<file path="src/rtl/mul_pkg.sv">
// mul_pkg: operation and state types shared by the multiply controller,
// its optional fuse cache and the instruction decoder.
package mul_pkg;

  // Operation encodings, also used by the decoder when building req_op.
  localparam logic [1:0] MUL_OP_MUL    = 2'b00;
  localparam logic [1:0] MUL_OP_MULH   = 2'b01;
  localparam logic [1:0] MUL_OP_MULHSU = 2'b10;
  localparam logic [1:0] MUL_OP_MULHU  = 2'b11;

  typedef enum logic [1:0] {
    OP_MUL    = MUL_OP_MUL,
    OP_MULH   = MUL_OP_MULH,
    OP_MULHSU = MUL_OP_MULHSU,
    OP_MULHU  = MUL_OP_MULHU
  } mul_op_e;

  typedef enum logic [1:0] {
    ST_IDLE = 2'b00,
    ST_BUSY = 2'b01,
    ST_DONE = 2'b10
  } mul_state_e;

  // rs1 is treated as signed by every op except MULHU.
  function automatic logic op_a_signed(mul_op_e op);
    return op != OP_MULHU;
  endfunction

  // rs2 is treated as signed only by MUL and MULH.
  function automatic logic op_b_signed(mul_op_e op);
    return (op == OP_MUL) || (op == OP_MULH);
  endfunction

endpackage

</file>
<file path="src/rtl/mul_fuse_cache.sv">
// mul_fuse_cache: one-entry cache of the last completed multiply (extended
// operands plus full product). A later request whose extended operands match,
// or a MUL whose raw operands match the cached low bits, reuses the product.
// Only instantiated when MUL_FUSE_EN is defined.
module mul_fuse_cache
  import mul_pkg::*;
#(
  parameter int WIDTH = 32
) (
  input  logic               clk,
  input  logic               rst_n,
  // lookup side: the request currently being offered
  input  mul_op_e            op_i,
  input  logic [WIDTH:0]     ext_a_i,
  input  logic [WIDTH:0]     ext_b_i,
  // fill side: a datapath result being captured
  input  logic               fill_i,
  input  logic [WIDTH:0]     fill_a_i,
  input  logic [WIDTH:0]     fill_b_i,
  input  logic [2*WIDTH-1:0] fill_prod_i,
  output logic               hit_o,
  output logic [2*WIDTH-1:0] prod_o
);

  logic               valid_q;
  logic [WIDTH:0]     a_q;
  logic [WIDTH:0]     b_q;
  logic [2*WIDTH-1:0] prod_q;
  logic               full_match;
  logic               low_match;

  // Valid bit: set by every completed capture, cleared only by reset.
  always_ff @(posedge clk or negedge rst_n) begin
    if (!rst_n) begin
      valid_q <= 1'b0;
    end else if (fill_i) begin
      valid_q <= 1'b1;
    end
  end

  // Payload storage, written on each capture.
  // NOTE: payload is deliberately not reset; valid_q qualifies every use of it.
  always_ff @(posedge clk) begin
    if (fill_i) begin
      a_q    <= fill_a_i;
      b_q    <= fill_b_i;
      prod_q <= fill_prod_i;
    end
  end

  // The low product word does not depend on signedness, so a MUL only needs
  // the raw operands to match.
  assign full_match = (ext_a_i == a_q) && (ext_b_i == b_q);
  assign low_match  = (op_i == OP_MUL)
                   && (ext_a_i[WIDTH-1:0] == a_q[WIDTH-1:0])
                   && (ext_b_i[WIDTH-1:0] == b_q[WIDTH-1:0]);
  assign hit_o      = valid_q && (full_match || low_match);
  assign prod_o     = prod_q;

endmodule

</file>
<file path="src/rtl/mul_ctrl.sv">
// mul_ctrl: sequencing controller for the pipelined Wallace-tree multiplier.
// Accepts MUL/MULH/MULHSU/MULHU over valid/ready, drives sign/zero-extended
// operands to the external datapath, counts its latency and returns the
// selected product half with backpressure and flush.
// Optional feature: define MUL_FUSE_EN to add a one-entry result cache that
// lets a repeated operand pair complete without running the datapath.
module mul_ctrl
  import mul_pkg::*;
#(
  parameter int WIDTH   = 32,
  parameter int LATENCY = 3
) (
  input  logic               clk,
  input  logic               rst_n,
  input  logic               req_valid,
  output logic               req_ready,
  input  logic [1:0]         req_op,
  input  logic [WIDTH-1:0]   req_a,
  input  logic [WIDTH-1:0]   req_b,
  input  logic               flush,
  output logic               resp_valid,
  input  logic               resp_ready,
  output logic [WIDTH-1:0]   resp_data,
  output logic [WIDTH:0]     dp_a,
  output logic [WIDTH:0]     dp_b,
  output logic               dp_en,
  input  logic [2*WIDTH-1:0] dp_product
);

  localparam int CNT_W = (LATENCY > 1) ? $clog2(LATENCY) : 1;
  localparam logic [CNT_W-1:0] CNT_START = CNT_W'(LATENCY - 1);

  mul_state_e         state_q;
  logic [CNT_W-1:0]   cnt_q;
  mul_op_e            op_q;
  mul_op_e            op_d;
  logic [WIDTH:0]     dp_a_q;
  logic [WIDTH:0]     dp_b_q;
  logic [WIDTH:0]     dp_a_d;
  logic [WIDTH:0]     dp_b_d;
  logic [WIDTH-1:0]   resp_data_q;
  logic               accept;
  logic               capture;
  logic               hit;
  logic [2*WIDTH-1:0] hit_prod;

  // MUL returns the low word; the three high-half ops return the upper word.
  function automatic logic [WIDTH-1:0] select_half(mul_op_e op, logic [2*WIDTH-1:0] prod);
    return (op == OP_MUL) ? prod[WIDTH-1:0] : prod[2*WIDTH-1:WIDTH];
  endfunction

  // Decode the offered op and form the extended operands the datapath will see.
  always_comb begin
    // NOTE: every output of this block is assigned on every path, so no latch is inferred.
    op_d   = mul_op_e'(req_op);
    dp_a_d = {op_a_signed(op_d) & req_a[WIDTH-1], req_a};
    dp_b_d = {op_b_signed(op_d) & req_b[WIDTH-1], req_b};
  end

  // Ready depends only on state, resp_ready and flush; never on req_*.
  assign req_ready = ((state_q == ST_IDLE) || ((state_q == ST_DONE) && resp_ready)) && !flush;
  assign accept    = req_valid && req_ready;
  assign capture   = (state_q == ST_BUSY) && (cnt_q == '0) && !flush;

`ifdef MUL_FUSE_EN
  mul_fuse_cache #(
    .WIDTH(WIDTH)
  ) u_fuse_cache (
    .clk        (clk),
    .rst_n      (rst_n),
    .op_i       (op_d),
    .ext_a_i    (dp_a_d),
    .ext_b_i    (dp_b_d),
    .fill_i     (capture),
    .fill_a_i   (dp_a_q),
    .fill_b_i   (dp_b_q),
    .fill_prod_i(dp_product),
    .hit_o      (hit),
    .prod_o     (hit_prod)
  );
`else
  assign hit      = 1'b0;
  assign hit_prod = '0;
`endif

  // Sequencing FSM: operand registration, latency count, result capture and hold.
  always_ff @(posedge clk or negedge rst_n) begin
    if (!rst_n) begin
      state_q     <= ST_IDLE;
      cnt_q       <= '0;
      op_q        <= OP_MUL;
      dp_a_q      <= '0;
      dp_b_q      <= '0;
      resp_data_q <= '0;
    end else begin
      // NOTE: non-blocking assignments so every register sees pre-edge values of the others.
      if (accept) begin
        dp_a_q <= dp_a_d;
        dp_b_q <= dp_b_d;
        op_q   <= op_d;
      end
      if (flush) begin
        // Flush beats both accept and capture; resp_data keeps its last value.
        state_q <= ST_IDLE;
      end else begin
        case (state_q)
          ST_IDLE, ST_DONE: begin
            if (accept) begin
              cnt_q <= CNT_START;
              if (hit) begin
                state_q     <= ST_DONE;
                resp_data_q <= select_half(op_d, hit_prod);
              end else begin
                state_q <= ST_BUSY;
              end
            end else if ((state_q == ST_DONE) && resp_ready) begin
              state_q <= ST_IDLE;
            end
          end
          ST_BUSY: begin
            if (cnt_q == '0) begin
              resp_data_q <= select_half(op_q, dp_product);
              state_q     <= ST_DONE;
            end else begin
              cnt_q <= cnt_q - CNT_W'(1);
            end
          end
          default: state_q <= ST_IDLE;
        endcase
      end
    end
  end

  assign dp_a       = dp_a_q;
  assign dp_b       = dp_b_q;
  assign dp_en      = (state_q == ST_BUSY);
  assign resp_valid = (state_q == ST_DONE);
  assign resp_data  = resp_data_q;

endmodule

</file>
<file path="config.mk">
export PLATFORM = sky130hd
export DESIGN_NAME = mul_ctrl
export DESIGN_NICKNAME = d
export VERILOG_FILES = /design/src/rtl/mul_pkg.sv /design/src/rtl/mul_fuse_cache.sv /design/src/rtl/mul_ctrl.sv
export SDC_FILE = /design/constraint.sdc
export NUM_CORES = 1
export LEC_CHECK = 0
export CORE_ASPECT_RATIO = 0.9
export CORE_MARGIN = 2
export CORE_UTILIZATION = 25
export DETAILED_ROUTE_END_ITERATION = 10
export GPL_TIMING_DRIVEN = 0
export PLACE_DENSITY = 0.62
export SETUP_SLACK_MARGIN = 0.2
export SYNTH_ARGS = -nofsm -noshare
export SYNTH_HDL_FRONTEND = slang
export SYNTH_HIERARCHICAL = 1
export SYNTH_SLANG_ARGS = --single-unit
</file>
<file path="constraint.sdc">
create_clock -name clk -period 1.8 [get_ports clk]
set_clock_uncertainty 0.15 [all_clocks]
set_input_delay 0.45 -clock clk [delete_from_list [all_inputs] [get_ports clk]]
set_output_delay 0.45 -clock clk [all_outputs]
set_load 0.005 [all_outputs]
</file>
# After elaboration in Yosys (flattened, before gate mapping)
# Index checks and enable logic that the tools add are counted.
totals:
  ff_bits: 104
  latch_bits: 0
  ram_bits: 0
  rom_bits: 0
  in_bits: 135
  output_inout_bits: 101
  mem_count: 0
classes:
  add_sub_neg: 1
  n_mul: 0
  div_mod_pow: 0
  magnitude_cmp: 0
  n_eq_ne: 8
  shifts: 0
  mux: 9
  bitwise: 3
  n_reduce_logical: 15
op_table:
  columns: ["op", "count"]
  rows:
  - ["32-bit 2-to-1 mux", 1]
  - ["2-bit 2-to-1 mux", 6]
  - ["2-bit zero test", 4]
  - ["2-bit one-hot mux with 2 select lines", 2]
  - ["2-bit != test, second input constant", 3]
  - ["2-bit by 1-bit == test with 1-bit output, second input constant", 2]
  - ["4-bit != test, second input constant", 1]
  - ["4-bit AND reduction", 1]
  - ["1-bit logical AND", 3]
  - ["3-bit by 2-bit != test with 1-bit output, second input constant", 1]
  - ["3-bit AND reduction", 1]
  - ["1-bit AND", 2]
  - ["2-bit == test, second input constant", 1]
  - ["1-bit logical OR", 2]
  - ["2-bit AND reduction", 1]
  - ["2-bit nonzero test", 1]
  - ["2-bit OR reduction", 1]
  - ["2-bit by 1-bit subtractor with 2-bit output, second input constant", 1]
  - ["1-bit zero test", 1]
  - ["1-bit NOT", 1]

# Logic depth before layout (Yosys ltp)
depth:
  ltp_word: 8
  depth_mapped: 7
  mapped_depth_nobuf: 5

# Least setup slack after synthesis
# No wires, ideal clock.
synth_timing:
  path_kind: "input to register"
  from: "input port resp_ready"
  to: "register dp_a_q[0], in the netlist dp_a[0]"
  setup_ns: 0.125
  arrival_time_ns: 1.702
  slack_ns: -0.177
  cell_stages: 4
  path_buffers: 1
  cell_sequence: "inv_1 -> a2111oi_4 -> buf_6 -> mux2_2"
synth_via:
  elab_chain_len: 4
synth_lines:
  columns: ["element", "line", "rtl"]
  rows:
  - ["start: declaration", "mul_ctrl.sv:22", "input logic resp_ready,"]
  - ["1-bit logical AND", "mul_ctrl.sv:61", "assign req_ready = ((state_q == ST_IDLE) || ((state_q == ST_DONE) && resp_ready)) && !flush;"]
  - ["1-bit logical OR", "mul_ctrl.sv:61", null]
  - ["1-bit logical AND", "mul_ctrl.sv:61", null]
  - ["1-bit logical AND", "mul_ctrl.sv:62", "assign accept = req_valid && req_ready;"]
  - ["end signal: assignment", "mul_ctrl.sv:98", "dp_a_q <= dp_a_d;"]
  - ["end: declaration", "mul_ctrl.sv:37", "logic [WIDTH:0] dp_a_q;"]
# Every way passes these cells.
# A chain may end at the register's enable or synchronous reset.

# Worst setup path after layout
layout_timing:
  from: "register state_q[0]"
  to: "register dp_b_q[20], in the netlist dp_b[20]"
layout_via:
  elab_chain_len: 5
  word_cells_on_any_way: 6
  cone_classes: "eq/ne: 1; reduce/logical: 5"
layout_lines:
  columns: ["element", "line", "rtl"]
  rows:
  - ["start: declaration", "mul_ctrl.sv:33", "mul_state_e state_q;"]
  - ["start signal: assignment", "mul_ctrl.sv:89", "state_q <= ST_IDLE;"]
  - ["start signal: assignment", "mul_ctrl.sv:104", "state_q <= ST_IDLE;"]
  - ["start signal: assignment", "mul_ctrl.sv:111", "state_q <= ST_DONE;"]
  - ["2-bit == test", "mul_ctrl.sv:61", null]
  - ["1-bit logical AND", "mul_ctrl.sv:61", null]
  - ["1-bit logical OR *", "mul_ctrl.sv:61", null]
  - ["1-bit logical AND *", "mul_ctrl.sv:61", null]
  - ["1-bit logical AND *", "mul_ctrl.sv:62", null]
  - ["end signal: assignment", "mul_ctrl.sv:99", "dp_b_q <= dp_b_d;"]
  - ["end: declaration", "mul_ctrl.sv:38", "logic [WIDTH:0] dp_b_q;"]
# Every way passes the cells marked *; elsewhere a longest branch is shown, timed or not.

==> summary by stage <==
Synthesis
The number of register bits inferred by synthesis is 104. The average instance in the mapped netlist occupies 13.9 um^2. The total standard cell area after synthesis is 4270 um^2. Counting flops with an async set or reset pin after synthesis yields a share of 100%. The number of distinct standard cells referenced by the synthesized netlist is 23. The Yosys step of the flow raised 6 warnings. The most used flip-flop cell after synthesis is sky130_fd_sc_hd__dfrtp_1. In this run, synthesis inferred 0 flip-flops with an integrated enable. The sequential area share after synthesis is 60.9%. The number of nets in the synthesized netlist is 443. The cell count after synthesis is 307.

Clock tree
The clock sink count is 104. The maximum number of buffers from clock root to sink is 2. Clock tree synthesis inserted a total of 9 buffers. Clock latency on the worst-skew pair, taken at its later pin, is 340 ps. The clock slew at the register clock pins of the worst setup and hold paths is 70 ps. The TritonCTS clock tree is yes. The buffer cell driving the clock tree root is sky130_fd_sc_hd__clkbuf_16. The depth of the CTS H-tree is 3.

Setup path
For this design, the slowest cell found on the critical path is sky130_fd_sc_hd__dfrtp_2. Of all nets on the critical path, the largest fanout is 7. The critical path data arrival time is 2000 ps. The maximum cell stage delay along the critical path is 430 ps. Grouping stages by cell kind, the critical path spends the most delay in buffers and inverters. The kind of launch point of the worst setup path is a flip-flop.

The combined buffer and inverter count along the critical path is 4. The worst register-to-register path ends at dp_b[20]$_DFFE_PN0P_. The signal on the critical path passes through buf_6 -> a2111oi_4 -> buf_4 -> buf_12 -> clkbuf_16 -> mux2_4. The slack of the worst reg-to-reg path is -120 ps. The count of cells along the worst register-to-register path is 6.

The setup path with the least slack is of type reg2reg. The worst path required time is 1880 ps. The startpoint identified for the worst register-to-register timing path is state_q[0]$_DFFE_PN0P_. STA classifies the critical path endpoint as a flip-flop.

Cells and area
Across the whole layout, storage elements account for 2610 um^2. The filler cells instantiated in the layout total 1463. Of the cells placed in the final design, the portion with a size suffix greater than 1 is 33.9%. Measured on the finished design, the core utilization comes to 49.6%. The final design area excluding fillers is 8330 um^2.

The number of antenna diodes in the final layout is 0. The net total in the final layout is 735. The area of the multi-input gates is 1920 um^2. From synthesis to final layout, the design area changed by 94.9%.

Worst hold path
The endpoint with the worst hold slack is dp_b[32]$_DFFE_PN0P_. In this run the worst hold path is classified as reg2reg. The launch point of the worst hold path is dp_b[32]$_DFFE_PN0P_. Counting instances, the worst hold path has a depth of 1.

Power
Internal power comes to 7.16 mW. Of the total power, the clock network draws 19.9%. The worst IR drop on VDD is 0.619 mV. The total design power is 9.99 mW. Of the total power, combinational logic draws 43.0%. In this run the static leakage power is 4.09 nW.

The fraction of power spent switching nets is 28.3%. For this design the ratio of total power to cell area is 1200 nW/um^2. In this run the power spent charging and discharging nets is 2.82 mW.

The part of the total power dissipated in sequential elements is 37.2%.

Timing
Setup violations remaining at the end of the flow were counted as 70. The final hold violation count is 0. The period utilization is 107%. The final max-slew violation count is 0.

Setup repair after global routing could not meet its margin everywhere. After layout, the worst setup slack is -117 ps. The time the worst path needs with I/O delays and setup is 1920 ps. At the pin with the least slew margin, the transition time is 401 ps. In this run the tightest slew margin relative to its limit is 73.2%. The final setup TNS is -5720 ps. The maximum achievable frequency is 0.522 GHz.

Die
The initial standard-cell utilization of the core is 25.5%. The vertical extent of the die is 128 um. The horizontal die dimension is 142 um. The number of placement rows is 45.

Pin placement for this block handled 236 I/O pins. The die area is 18200 um^2. After floorplanning, the core was sized to cover 16800 um^2.

Status
The checks that failed: negative setup slack. The run finished, with violations left.

Routing
In the final routed layout, each cell accounts on average for 16.5 um. The number of vias in the routed layout is 3520. The number of DRC violations after detailed-routing iteration 0 is 50. For this run, the detailed router's first-pass iteration total came to 4. The total detailed-routing wirelength is 13.4 mm. Dividing the detail-routed via count by the number of cells gives 4.32. The detail route stage leaves a number of antenna-violating nets equal to 0. The number of design rule violations left after detail routing is 0.

Global routing
The number of antenna violations at the first check in global routing was 0. The aggregate global-route resource usage is 13.6%. The number of global-route vias before repair came to 3666. The first global-routing pass estimated 19.0 mm of wire. The pin count of the biggest net entering global routing is 72. The total overflow left after global routing is 0.

Place
The count of input and output buffers is 235. The half-perimeter wire length after placement is 9.02 mm. The instance area after placement is 6980 um^2. The routability congestion estimate from global placement is 0.730.

Job
The number of max-capacitance violations reported is 0.
[layout make-up]
class | instances | share of cell area [%]
timing repair buffer | 281 | 35.7
sequential | 104 | 31.3
multi-input combinational | 182 | 23.1
tap | 211 | 3.17
clock buffer | 12 | 2.96
buffer | 17 | 2.94
clock inverter | 4 | 0.631
inverter | 4 | 0.210
[power by group through the flow]
stage,sequential (mW),clock (mW),combinational [mW]
global route,3.83,2.19,4.62
CTS,3.71,2.07,3.94
detailed placement,3.72,0,3.82
global placement,3.68,0,3.77
floorplan,3.76,0,1.33
finish,3.71,1.98,4.29
[how the worst max path moves through the flow]
stage,start,endpoint,slack [ps],cells after the start
floorplan,state_q[1]$_DFFE_PN0P_,dp_a[0]$_DFFE_PN0P_,-110,3
global placement,rst_n,dp_a[28]$_DFFE_PN0P_,-3810,1
detailed placement,req_valid,dp_a[26]$_DFFE_PN0P_,-970,5
CTS,state_q[1]$_DFFE_PN0P_,dp_b[15]$_DFFE_PN0P_,-140,5
global route,state_q[0]$_DFFE_PN0P_,dp_a[14]$_DFFE_PN0P_,-160,6
finish,state_q[0]$_DFFE_PN0P_,dp_b[20]$_DFFE_PN0P_,-120,6
[sequential cells by signal, indices dropped and copies added, names as in the netlist]
name and flops:
resp_data 32, dp_a 33, dp_b 33, cnt_q 2, op_q 2, state_q 2
[cells in the mapped netlist (2+ instances only)]
library cell	count	area share, %
sky130_fd_sc_hd__a21oi_1	32	3.7
sky130_fd_sc_hd__buf_1	6	0.53
sky130_fd_sc_hd__buf_2	4	0.47
sky130_fd_sc_hd__buf_6	7	1.8
sky130_fd_sc_hd__dfrtp_1	104	61
sky130_fd_sc_hd__inv_1	4	0.35
sky130_fd_sc_hd__mux2_2	61	16
sky130_fd_sc_hd__mux2_4	7	2.5
sky130_fd_sc_hd__mux2i_1	32	7.5
sky130_fd_sc_hd__nand2_1	2	0.18
sky130_fd_sc_hd__nor2_1	34	3.0
sky130_fd_sc_hd__nor2b_1	3	0.44
[cell usage in the layout (no fill, tap or decap), types with 2 or more instances in the layout]
| cell type | instances |
|---|---|
| sky130_fd_sc_hd__clkdlybuf4s50_1 | 130 |
| sky130_fd_sc_hd__dfrtp_1 | 102 |
| sky130_fd_sc_hd__mux2_4 | 68 |
| sky130_fd_sc_hd__dlymetal6s2s_1 | 60 |
| sky130_fd_sc_hd__mux2i_1 | 32 |
| sky130_fd_sc_hd__buf_4 | 24 |
| sky130_fd_sc_hd__nor2_1 | 22 |
| sky130_fd_sc_hd__clkdlybuf4s15_1 | 21 |
| sky130_fd_sc_hd__clkbuf_2 | 18 |
| sky130_fd_sc_hd__a21oi_1 | 17 |
| sky130_fd_sc_hd__buf_6 | 16 |
| sky130_fd_sc_hd__clkbuf_16 | 16 |
| sky130_fd_sc_hd__a21oi_2 | 15 |
| sky130_fd_sc_hd__buf_12 | 9 |
| sky130_fd_sc_hd__nor2_4 | 6 |
| sky130_fd_sc_hd__nor2_2 | 6 |
| sky130_fd_sc_hd__buf_2 | 5 |
| sky130_fd_sc_hd__buf_8 | 3 |
| sky130_fd_sc_hd__inv_1 | 2 |
| sky130_fd_sc_hd__nor2b_4 | 2 |
| sky130_fd_sc_hd__nand2_1 | 2 |
| sky130_fd_sc_hd__clkbuf_1 | 2 |
| sky130_fd_sc_hd__buf_16 | 2 |
| sky130_fd_sc_hd__dlygate4sd2_1 | 2 |
| sky130_fd_sc_hd__dfrtp_2 | 2 |
[per-layer routing]
metal,vias to the layer above,GRT usage (%),wire [um]
met2,155,23.8,6550
met4,0,3.24,133
met1,1704,15.2,5470
met3,9,6.16,1260
met5,-,0,0
li1,1652,-,-
[worst reg2reg max path: cells and delay by family (launching register included)]
family,cells,cell delay (ps)
AO/OA/AOI/OAI,1,260
buffers and inverters,4,670
flip-flops,1,430
multiplexers,1,290
[cells by family (layout without fill, tap and decap cells)]
logic type | after synthesis | count (layout) | share of synthesized area (%)
DFF | 104 | 104 | 60.9
muxes | 100 | 100 | 26.0
and+or+nand+nor | 43 | 43 | 4.33
AOI/OAI and AO/OA | 38 | 38 | 5.24
buffers and inverters | 21 | 318 | 3.19
adders and majority gates | 1 | 1 | 0.293
[per-stage QoR]
stage	instances	hold WS, ps	setup slack [ps]
finish	815	355	-117
global route	815	375	-157
CTS	779	363	-135
detailed placement	754	289	-968
global placement	753	340	-3810
floorplan	307	4.41	-108
[repair_timing]
item,4_1_cts,5_1_grt
setup buffers,7,26
setup endpoints to repair,204,186
hold buffers,1,0
pin swaps,1,2
endpoints found under the hold margin,33,0
resized for setup,153,157
gates cloned,1,10
No activity file was read; power rests on OpenSTA's default activity.
